--- config.mk ---
export PLATFORM = sky130hd
export DESIGN_NAME = mmm_res_reg
export DESIGN_NICKNAME = d
export VERILOG_FILES = /design/src/rtl/mmm_pkg.sv /design/src/rtl/mmm_cond_sub.sv /design/src/rtl/mmm_res_reg.sv
export SDC_FILE = /design/constraint.sdc
export NUM_CORES = 1
export LEC_CHECK = 0
export CAP_MARGIN = 20
export CORE_MARGIN = 4
export CORE_UTILIZATION = 46
export CTS_CLUSTER_SIZE = 28
export DETAILED_ROUTE_END_ITERATION = 8
export GPL_TIMING_DRIVEN = 0
export PLACE_DENSITY = 0.84
export RECOVER_POWER = 100
export SYNTH_ARGS = -nofsm -noshare
export SYNTH_HDL_FRONTEND = slang
export SYNTH_SLANG_ARGS = --single-unit
--- constraint.sdc ---
create_clock -name clk -period 3.2 [get_ports clk]
set_input_delay 0.48 -clock clk [delete_from_list [all_inputs] [get_ports clk]]
set_output_delay 0.48 -clock clk [all_outputs]
set_load 0.02 [all_outputs]
--- src/rtl/mmm_pkg.sv ---
`default_nettype none
// +----------------------------------------------------------------------------+
// | Module   : mmm_pkg                                                          |
// | Brief    : Shared types and defaults for the Montgomery multiplier slice.   |
// | Revision : 1.0                                                              |
// +----------------------------------------------------------------------------+
package mmm_pkg;

  localparam int MMM_DEFAULT_WIDTH = 8;
  localparam int MMM_DEFAULT_DIGIT = 1;

  typedef enum logic [1:0] {
    IDLE   = 2'd0,
    RUN    = 2'd1,
    REDUCE = 2'd2,
    HOLD   = 2'd3
  } mmm_res_state_e;

endpackage
`default_nettype wire

--- src/rtl/mmm_cond_sub.sv ---
`default_nettype none
// +----------------------------------------------------------------------------+
// | Module   : mmm_cond_sub                                                     |
// | Brief    : Final conditional subtraction of the modulus from the accumulator|
// | Revision : 1.0                                                              |
// +----------------------------------------------------------------------------+
module mmm_cond_sub
  import mmm_pkg::*;
#(
  parameter int WIDTH = MMM_DEFAULT_WIDTH
) (
  input  logic [WIDTH:0]   acc_i,
  input  logic [WIDTH-1:0] mod_i,
  output logic [WIDTH-1:0] res_o
);

  logic w_ge;

  // acc < 2N is guaranteed upstream, so the low WIDTH bits of the difference suffice
  always_comb begin
    w_ge  = (acc_i >= {1'b0, mod_i});
    res_o = w_ge ? (acc_i[WIDTH-1:0] - mod_i) : acc_i[WIDTH-1:0];
  end

endmodule
`default_nettype wire

--- src/rtl/mmm_res_reg.sv ---
`default_nettype none
// +----------------------------------------------------------------------------+
// | Module   : mmm_res_reg                                                      |
// | Brief    : MMM partial-result register, iteration counter, final reduction. |
// | Revision : 1.0                                                              |
// +----------------------------------------------------------------------------+
module mmm_res_reg
  import mmm_pkg::*;
#(
  parameter  int WIDTH = MMM_DEFAULT_WIDTH,
  parameter  int DIGIT = MMM_DEFAULT_DIGIT,
  localparam int ITER  = WIDTH / DIGIT,
  localparam int CW    = $clog2(ITER + 1)
) (
  input  logic                   clk,
  input  logic                   rstb,
  input  logic                   clr_i,
  input  logic                   start_i,
  input  logic                   en_i,
  input  logic [WIDTH+DIGIT:0]   rjo_i,
  input  logic [WIDTH-1:0]       mod_i,
  output logic [WIDTH:0]         reg_rji_o,
  output logic [CW-1:0]          iter_o,
  output logic                   busy_o,
  output logic [WIDTH-1:0]       res_o,
  output logic                   res_valid_o,
  input  logic                   res_ready_i,
  output logic                   lsb_err_o
);

  localparam logic [CW-1:0] c_last_iter = CW'(ITER - 1);

  generate
    if (WIDTH % DIGIT != 0) begin : g_param_check
      $error("mmm_res_reg: WIDTH must be a multiple of DIGIT");
    end
  endgenerate

  mmm_res_state_e   r_state, w_state_nxt;
  logic [WIDTH:0]   r_acc, w_acc_nxt;
  logic [CW-1:0]    r_cnt, w_cnt_nxt;
  logic [WIDTH-1:0] r_res, w_res_nxt;
  logic             r_valid, w_valid_nxt;
  logic             r_busy, w_busy_nxt;
  logic             r_err, w_err_nxt;
  logic [WIDTH-1:0] w_sub_res;

  mmm_cond_sub #(
    .WIDTH (WIDTH)
  ) u_cond_sub (
    .acc_i (r_acc),
    .mod_i (mod_i),
    .res_o (w_sub_res)
  );

  always_ff @(posedge clk or negedge rstb) begin
    if (!rstb) r_state <= IDLE;
    else       r_state <= w_state_nxt;
  end

  always_comb begin
    w_state_nxt = r_state;
    w_acc_nxt   = r_acc;
    w_cnt_nxt   = r_cnt;
    w_res_nxt   = r_res;
    w_valid_nxt = r_valid;
    w_err_nxt   = r_err;
    if (clr_i) begin
      w_state_nxt = IDLE;
      w_acc_nxt   = '0;
      w_cnt_nxt   = '0;
      w_res_nxt   = '0;
      w_valid_nxt = 1'b0;
      w_err_nxt   = 1'b0;
    end else begin
      case (r_state)
        IDLE: begin
          if (start_i) begin
            w_state_nxt = RUN;
            w_acc_nxt   = '0;
            w_cnt_nxt   = '0;
            w_err_nxt   = 1'b0;
          end
        end
        RUN: begin
          if (start_i) begin
            w_acc_nxt = '0;
            w_cnt_nxt = '0;
            w_err_nxt = 1'b0;
          end else if (en_i) begin
            // Low DIGIT bits are zero by construction; dropping them is the radix shift
            w_acc_nxt = rjo_i[WIDTH+DIGIT:DIGIT];
            w_cnt_nxt = r_cnt + 1'b1;
            if (|rjo_i[DIGIT-1:0]) w_err_nxt = 1'b1;
            if (r_cnt == c_last_iter) w_state_nxt = REDUCE;
          end
        end
        REDUCE: begin
          w_res_nxt   = w_sub_res;
          w_valid_nxt = 1'b1;
          w_state_nxt = HOLD;
        end
        HOLD: begin
          if (r_valid && res_ready_i) begin
            w_valid_nxt = 1'b0;
            if (start_i) begin
              w_state_nxt = RUN;
              w_acc_nxt   = '0;
              w_cnt_nxt   = '0;
              w_err_nxt   = 1'b0;
            end else begin
              w_state_nxt = IDLE;
            end
          end
        end
        default: w_state_nxt = IDLE;
      endcase
    end
    w_busy_nxt = (w_state_nxt == RUN) || (w_state_nxt == REDUCE);
  end

  always_ff @(posedge clk or negedge rstb) begin
    if (!rstb) begin
      r_acc   <= '0;
      r_cnt   <= '0;
      r_res   <= '0;
      r_valid <= 1'b0;
      r_busy  <= 1'b0;
      r_err   <= 1'b0;
    end else begin
      r_acc   <= w_acc_nxt;
      r_cnt   <= w_cnt_nxt;
      r_res   <= w_res_nxt;
      r_valid <= w_valid_nxt;
      r_busy  <= w_busy_nxt;
      r_err   <= w_err_nxt;
    end
  end

  assign reg_rji_o   = r_acc;
  assign iter_o      = r_cnt;
  assign busy_o      = r_busy;
  assign res_o       = r_res;
  assign res_valid_o = r_valid;
  assign lsb_err_o   = r_err;

endmodule
`default_nettype wire

After elaboration in Yosys (flattened, before gate mapping)
Index checks and enable logic that the tools add are counted.
{"block": "classes", "order_cmp": 1, "eq_ne": 9, "reduce_logical": 9, "muxes": 33, "n_addsub": 2}
{"operator": "$mux 9", "count": 5}
{"operator": "$pmux 9 s3", "count": 1}
{"operator": "$mux 8", "count": 3}
{"operator": "$mux 4", "count": 5}
{"operator": "$mux 2", "count": 6}
{"operator": "$pmux 4 s3", "count": 1}
{"operator": "$ge 9x8->1", "count": 1}
{"operator": "$mux 1", "count": 9}
{"operator": "$ne 4x4->1 const B", "count": 2}
{"operator": "$pmux 2 s4", "count": 1}
{"operator": "$sub 8x8->8", "count": 1}
{"operator": "$eq 2x2->1 const B", "count": 3}
{"operator": "$add 4x1->4 const B", "count": 1}
{"operator": "$eq 2x1->1 const B", "count": 2}
{"operator": "$eq 4x3->1 const B", "count": 1}
{"operator": "$reduce_and 4->1", "count": 1}
{"operator": "$reduce_bool 4->1", "count": 1}
{"operator": "$ne 3x3->1 const B", "count": 1}
{"operator": "$pmux 1 s3", "count": 1}
{"operator": "$reduce_and 3->1", "count": 1}
{"operator": "$reduce_bool 3->1", "count": 1}
{"operator": "$logic_not 2->1", "count": 1}
{"operator": "$pmux 1 s2", "count": 1}
{"operator": "$reduce_and 2->1", "count": 1}
{"operator": "3 further kinds", "count": 3}
{"block": "totals", "regBits": 26}

Logic depth before layout (Yosys ltp)
Gate-level depths: netlist of the first run.
{"block": "logic_depth", "word_depth": 8, "depth_mapped": 8, "mapped_depth_nobuf": 8}

Hierarchy
Synthesis of the first run repeated with hierarchy kept, for this count alone.
{"block": "unflattened", "cells_unflattened": 190, "hier_area_um2": 1818.0}
{"module": "mmm_res_reg", "cells_per_inst": 126, "area_per_inst_um2": 1292.5, "n_inst": 1, "seq_area_each_um2": 650.6}
{"module": "mmm_cond_sub", "cells_per_inst": 64, "area_per_inst_um2": 525.5, "n_inst": 1, "seq_area_each_um2": 0.0}

Least setup slack after synthesis of the first run
OpenSTA, ideal clock, no wires.
{"block": "synth_path", "kind": "register -> register", "start": "register r_acc[0], in the netlist reg_rji_o[0]", "end": "register r_res[6], in the netlist res_o[6]", "stages_incl_launch_ff": 9, "n_path_buf": 0, "path_slack_ps": 1293, "setup_time_ps": 127, "arrival_ps": 1780, "cell_sequence": "dfrtp_1 > inv_1 > ha_1 > fa_1 > nor2b_1 > o31a_1 > mux2i_1 > a31o_2 > o21ai_1"}
{"block": "synth_via", "elab_chain_cells": 4}
{"item": "start: declaration", "line_no": "mmm_res_reg.sv:40", "source": "logic [WIDTH:0] r_acc, w_acc_nxt;"}
{"item": "start signal: assignment", "line_no": "mmm_res_reg.sv:131", "source": "r_acc <= w_acc_nxt;"}
{"item": "$sub 8x8->8 / $ge 9x8->1 (equally long branches)", "line_no": "mmm_cond_sub.sv:22, mmm_cond_sub.sv:21"}
{"item": "$mux 8 *", "line_no": "mmm_cond_sub.sv:22", "source": "res_o = w_ge ? (acc_i[WIDTH-1:0] - mod_i) : acc_i[WIDTH-1:0];"}
{"item": "$mux 8 *", "line_no": "mmm_res_reg.sv:76", "source": "case (r_state)"}
{"item": "$mux 8 *", "line_no": "mmm_res_reg.sv:68", "source": "if (clr_i) begin"}
{"item": "end signal: assignment", "line_no": "mmm_res_reg.sv:133", "source": "r_res <= w_res_nxt;"}
{"item": "end: declaration", "line_no": "mmm_res_reg.sv:42", "source": "logic [WIDTH-1:0] r_res, w_res_nxt;"}
Mark *: on every way between the ends. The rest lies on a longest branch, timed or not. The select of a mux whose other input is x is not followed.
A chain may end at the register's enable or synchronous reset.

Worst setup path in the final report of the first run
{"block": "layout_path", "start": "input port mod_i[6]", "end": "register r_res[2], in the netlist res_o[2]"}
{"block": "layout_via", "elab_chain_cells": 4}
{"item": "start: declaration", "line_no": "mmm_res_reg.sv:21", "source": "input logic [WIDTH-1:0] mod_i,"}
{"item": "$ge 9x8->1", "line_no": "mmm_cond_sub.sv:21", "source": "w_ge = (acc_i >= {1'b0, mod_i});"}
{"item": "$mux 8", "line_no": "mmm_cond_sub.sv:22"}
{"item": "$mux 8", "line_no": "mmm_res_reg.sv:76"}
{"item": "$mux 8", "line_no": "mmm_res_reg.sv:68"}
Every way passes these cells. The select of a mux whose other input is x is not followed.

==> results of run 1 <==
-- worst max-delay path, delay by kind of cell --
family                     cells  cell delay, ns
AOI/OAI and AO/OA              4            0.91
adders and majority gates      1            0.36
buffers and inverters          3            0.86
and+or+nand+nor                1            0.11
-- sequential cells by signal (all words and copies together) (netlist names) --
name         cells
res_o            8
r_state          2
lsb_err_o        1
reg_rji_o        9
res_valid_o      1
busy_o           1
iter_o           4
-- per-stage QoR --
| stage | hold WS, ns | worst slack, ns | instances | total power, mW |
|---|---|---|---|---|
| floorplan | 0.184 | 1.29 | 180 | 0.414 |
| global placement | 0.483 | 0.644 | 273 | 0.475 |
| detailed placement | 0.490 | 0.653 | 274 | 0.481 |
| CTS | 0.514 | 0.979 | 278 | 0.639 |
| global route | 0.521 | 0.446 | 278 | 0.655 |
| finish | 0.507 | 0.672 | 278 | 0.625 |
-- cell type report --
class | instances | share of cell area
timing repair buffer | 48 | 0.223
buffer | 5 | 0.00940
tap | 46 | 0.0270
multi-input combinational | 135 | 0.394
sequential | 26 | 0.306
inverter | 14 | 0.0247
clock buffer | 4 | 0.0170
-- kinds of logic (layout without fill, tap and decap cells) --
family | after synthesis | after routing | synth area share
compound gates | 51 | 51 | 0.217
xor+xnor | 1 | 1 | 0.00555
fa+ha+maj | 10 | 10 | 0.0840
buf+inv | 19 | 71 | 0.0483
flops | 26 | 26 | 0.412
mux | 2 | 2 | 0.0127
simple gates | 71 | 71 | 0.220
-- report_power, final --
group	internal, mW	total (mW)	switching [mW]	leakage, nW
logic	0.0594	0.125	0.0653	0.605
clock network	0.0696	0.159	0.0898	0.0210
registers	0.335	0.341	0.00674	0.358
total	0.464	0.625	0.162	0.984
-- per-layer routing --
layer,wire (µm),vias up,GRT usage
li1,-,743,-
met4,67,0,0.0685
met5,0,-,0
met2,1770,34,0.295
met3,158,8,0.0287
met1,1830,695,0.238
-- cells in the final DEF, fill, tap and decap left out, types with 3 or more instances in the layout --
cell,instances
a21oi_1,11
a32oi_1,4
and2_1,3
clkbuf_1,5
clkbuf_4,3
clkdlybuf4s50_1,20
dfrtp_1,26
dlygate4sd3_1,27
ha_1,9
inv_1,14
nand2_1,33
nand3_1,7
nor2_1,6
nor2b_1,6
nor3_1,3
o21ai_0,15
-- how the worst min path moves through the flow --
stage	slack (ns)	startpoint	end
3_3_place_gp	0.48	lsb_err_o	lsb_err_o
5_1_grt	0.52	iter_o[3]	iter_o[3]
2_1_floorplan	0.18	rstb	busy_o
3_5_place_dp	0.49	lsb_err_o	lsb_err_o
6_report	0.51	lsb_err_o	lsb_err_o
4_1_cts	0.51	iter_o[3]	iter_o[3]
==> summary.txt, run 1 <==
Floorplan
  – Die X-Extent: 66.6 µm
  – Initial Util: 0.473
  – Row Count: 21
  – Die height: 66.6 µm
  – Total core area: 0.00334 mm²
  – I/O pins: 48
  – Die Area: 0.00443 mm²

Logic synthesis
  – Synth top area share: 0.412
  – Largest area contributor in the netlist: dfrtp_1
  – Synth Cell Area: 0.00158 mm²
  – Primary FF master, synth: dfrtp_1
  – Most instantiated cells after synthesis: nand2_1 (33), dfrtp_1 (26), inv_1 (14)
  – Count leader, synth: nand2_1
  – Syn Nets: 214
  – Post-synth EDFFs: 0
  – Mean Syn Cell Area: 8.77 µm²
  – Ys Warns: 0
  – Unique masters post-synth: 43
  – Yosys reg bits: 26
  – Mapped Cells: 180
  – Synth area leaders: dfrtp_1 (41%), nand2_1 (7.8%), ha_1 (7.1%)
  – Sequential area share after synthesis: 0.412
  – FFs w/ async S/R, synth: 1.00

Setup path
  – Crit Path Class: input port to flip-flop
  – Crit path capture: res_o[2]
  – Crit path arrival time: 2.73 ns
  – Max stage delay on crit path: 0.45 ns
  – Worst setup EP type: flip-flop
  – Data required, critical path: 3.40 ns
  – R2r startpoint: reg_rji_o[6]
  – Crit-path slowest cell: clkdlybuf4s50_1
  – Critical path launch point type: input port
  – Worst R2R Setup Slack: 0.87 ns
  – Reg-to-Reg End: res_o[2]
  – Crit path cell chain: clkdlybuf4s50_1 -> inv_1 -> ha_1 -> a21oi_2 -> o221ai_1 -> a21oi_1 -> clkbuf_1 -> nand3_1 -> o311ai_0
  – Crit path from: mod_i[6]
  – Crit-path max FO: 10
  – R2R depth: 7

Timing
  – Min cycle time layout: 2.53 ns
  – Clock skew: 0.00507 ns
  – Endpoints failing hold: 0
  – FMAX: 396 MHz
  – Final setup viols: 0
  – Worst-Margin Slew: 0.794 ns
  – Setup TNS: 0 ns
  – Relative slew slack: 0.471
  – Slew Viols, Final: 0
  – RSZ-0062 raised after global routing: false
  – Final period utilization: 0.790

Layout
  – Layout area overhead: 34.9%
  – Share of cells above drive strength 1: 0.0388
  – Multi-input logic area: 838 µm²
  – Finished Cell Area: 0.00213 mm²
  – Fill count: 295
  – ANT cells: 0
  – Area occupied by registers: 651 µm²
  – Final core utilization: 0.638
  – Final nets: 267

Hold path
  – Hold Path Cell Cnt: 1
  – Min-delay worst type: flip-flop to flip-flop

Placed design
  – IO Port Bufs: 47
  – Placed cell areas: 0.00213 mm²
  – HPWL after DPL: 3080 µm
  – Gpl congestion: 0.840

Route
  – Antenna Nets Post-Route: 0
  – Residual DRC: 0
  – DR vias: 1480
  – Vias/cell: 5.32
  – DR WL/cell: 13.8 µm
  – First DRT Iteration DRCs: 66
  – Router iterations before antenna repair: 4
  – Final WL: 3820 µm

Clocking
  – # resized after CTS: 0
  – Worst-Skew Late Latency: 0.31 ns
  – CTS tree: done
  – H-tree depth: 1
  – Longest Clk Path Bufs: 2
  – Hold-fix buffers at CTS: 0
  – Root buffer cell: clkbuf_4
  – Clock transition at the registers of the reported paths: 0.12 ns
  – CTS Sinks: 26
  – Postcts setup bufs: 0
  – Total CTS buffers: 3

Status
  – Outcome: completed

Pwr
  – Leakage power: 0.984 nW
  – VDD IR max: 0.311 mV
  – Power density over cell area: 294 mW/mm²

Global routing
  – Global-route usage over all layers: 0.180
  – First-pass GRT wire length: 6130 µm
  – Initial antenna violation count: 0
  – Largest net degree at the start of global routing: 16
  – Gr ovfl total: 0
  – Number of global-route vias before repair: 1393

Job
  – Max-cap viol count: 0
No activity file was read; power rests on OpenSTA's default activity.
==> run 2: changes to the inputs <==
==> constraint.sdc (replaced) <==
create_clock -name clk -period 2.4 [get_ports clk]
set_input_delay 0.36 -clock clk [delete_from_list [all_inputs] [get_ports clk]]
set_output_delay 0.36 -clock clk [all_outputs]
set_load 0.02 [all_outputs]
==> run 2 against run 1 <==
Power increased by 33%. Non-clock buffer count unchanged. Clock power grew 33%. Utilization rose by 0.15 points. Clock skew barely moved. Combinational power grew 34%. Sequential share of layout area decreased by 0.072 points. Critical endpoint unchanged. Largest cell class unchanged.
==> summary.txt, run 2 (same netlist as run 1, synthesis figures left out) <==
Status
  – Outcome: completed

Route
  – DR WL/cell: 13.7 µm (-0.44%)
  – Final WL: 3810 µm (-0.44%)
  – Router iterations before antenna repair: 4 (unchanged)
  – Max layer used: met4
  – Vias/cell: 5.34 (+0.34%)
  – Routed met1 length: 1790 µm (-2.3%)
  – First DRT Iteration DRCs: 73 (+11%)
  – DR vias: 1485 (+0.34%)
  – Met2 Routed Length: 1760 µm (-0.85%)
  – Antenna Nets Post-Route: 0 (unchanged)
  – Residual DRC: 0 (unchanged)
  – Routed length on met3: 198 µm (+25%)

Global routing
  – Number of global-route vias before repair: 1393 (unchanged)
  – First-pass GRT wire length: 6130 µm (unchanged)
  – Global-route usage over all layers: 0.180 (unchanged)
  – Largest net degree at the start of global routing: 16 (unchanged)
  – Gr ovfl total: 0 (unchanged)
  – Initial antenna violation count: 0 (unchanged)

Timing
  – Relative slew slack: 0.471 (about the same)
  – Worst-Margin Slew: 0.794 ns (+0.0000229 ns)
  – Clock skew: 0.00510 ns (+0.0000271 ns)
  – Endpoints failing hold: 0 (unchanged)
  – Final setup viols: 0 (unchanged)
  – Final period utilization: 0.900
  – RSZ-0062 raised after global routing: false
  – Min cycle time layout: 2.16 ns
  – FMAX: 463 MHz
  – Slew Viols, Final: 0 (unchanged)
  – Hold Slack: 0.432 ns (-0.0750 ns)

Pwr
  – Power, Total: 0.835 mW (+33%)
  – Power density over cell area: 391 mW/mm² (+33%)
  – Leakage power: 0.988 nW (+0.36%)
  – VDD IR max: 0.415 mV (+33%)

Placed design
  – HPWL after DPL: 3080 µm (unchanged)
  – Gpl congestion: 0.840 (unchanged)
  – IO Port Bufs: 47 (unchanged)
  – Placed cell areas: 0.00213 mm² (unchanged)

Job
  – Max-cap viol count: 0 (unchanged)

Layout
  – Finished Cell Area: 0.00213 mm² (+0.24%)
  – Layout area overhead: 35.2%
  – Final core utilization: 0.640 (+0.00150)
  – Fill count: 294 (-0.34%)
  – Most common cell after layout, fill and taps aside: nand2_1
  – Final nets: 267 (unchanged)
  – Max reg flops: 9 (unchanged)
  – ANT cells: 0 (unchanged)
  – Share of cells above drive strength 1: 0.0474 (+0.00862)
  – Most frequent cells in the layout: nand2_1 (33), dfrtp_1 (26), dlygate4sd3_1 (26), clkdlybuf4s50_1 (21), o21ai_0 (15)

Clocking
  – CTS Sinks: 26 (unchanged)
  – Longest Clk Path Bufs: 2 (unchanged)
  – # resized after CTS: 0 (unchanged)
  – Postcts setup bufs: 0 (unchanged)
  – Hold-fix buffers at CTS: 0 (unchanged)
  – Root buffer cell: clkbuf_4
  – Worst-Skew Late Latency: 0.31 ns (about the same)
  – Total CTS buffers: 3 (unchanged)
  – Clock transition at the registers of the reported paths: 0.13 ns (about the same)
  – CTS tree: done
  – H-tree depth: 1 (unchanged)

Hold path
  – Min-delay worst type: input port to async pin

Setup path
  – Crit-path max FO: 10 (unchanged)
  – Crit Path Class: input port to flip-flop
  – Crit path cell chain: clkdlybuf4s50_1 -> inv_1 -> ha_1 -> a21oi_2 -> o221ai_1 -> a21oi_2 -> clkbuf_2 -> nand3_1 -> o311ai_0
  – Worst setup EP type: flip-flop
  – Crit path arrival time: 2.36 ns (-0.37 ns)
  – Crit-path slowest cell: clkdlybuf4s50_1
  – CP most frequent cell: a21oi_2
  – Max stage delay on crit path: 0.45 ns (about the same)
  – Data required, critical path: 2.60 ns (-0.80 ns)
  – Critical path launch point type: input port

Floorplan
  – Total core area: 0.00334 mm² (unchanged)
  – Die Area: 0.00443 mm² (unchanged)
  – Initial Util: 0.473 (unchanged)
  – I/O pins: 48 (unchanged)
  – Die height: 66.6 µm (unchanged)
  – Row Count: 21 (unchanged)
  – Die X-Extent: 66.6 µm (unchanged)
run 2: cell type report:
class / instances / area, µm² / area share
buffer: 5 / 21.3 / 0.00996
timing repair buffer: 48 / 474 / 0.222
sequential: 26 / 651 / 0.305
clock buffer: 4 / 36.3 / 0.0170
inverter: 14 / 52.6 / 0.0246
multi-input combinational: 135 / 842 / 0.394
tap: 46 / 57.6 / 0.0270
run 2: path summary, 6_finish.rpt:
kind | from | endpoint | slack (ns) | depth (start not counted)
max | mod_i[6] | res_o[2] | 0.24 | 9
min | rstb | res_o[7] | 0.43 | 1
max reg2reg | reg_rji_o[6] | res_o[2] | 0.32 | 7
min reg2reg | lsb_err_o | lsb_err_o | 0.51 | 1
max in group asynchronous | rstb | reg_rji_o[8] | 0.89 | 2
min in group clk | lsb_err_o | lsb_err_o | 0.51 | 1
run 2: through the flow:
step / setup WS (ns) / cells / TNS (ns)
2_1_floorplan: 0.493 / 180 / 0
3_3_place_gp: -0.0356 / 273 / -0.0866
6_report: 0.241 / 278 / 0
5_1_grt: 0.0754 / 278 / 0
3_5_place_dp: -0.0268 / 274 / -0.0959
4_1_cts: 0.299 / 278 / 0
run 2: critical path: cells and delay by family:
family | cells | cell delay (ns)
adder cells (fa/ha/maj) | 1 | 0.36
buffers and inverters | 3 | 0.76
AND/OR/NAND/NOR | 1 | 0.09
AO/OA/AOI/OAI | 4 | 0.78
run 2: metal layers:
layer  vias up  track usage
met5         -            0
met2        48        0.295
met3         8       0.0287
li1        742            -
met1       687        0.238
met4         0       0.0685
run 2: power breakdown:
| group | total, mW | internal (mW) | switching (mW) |
|---|---|---|---|
| logic | 0.168 | 0.0802 | 0.0875 |
| clock network | 0.212 | 0.0927 | 0.119 |
| registers | 0.455 | 0.446 | 0.00897 |
| total | 0.835 | 0.619 | 0.216 |
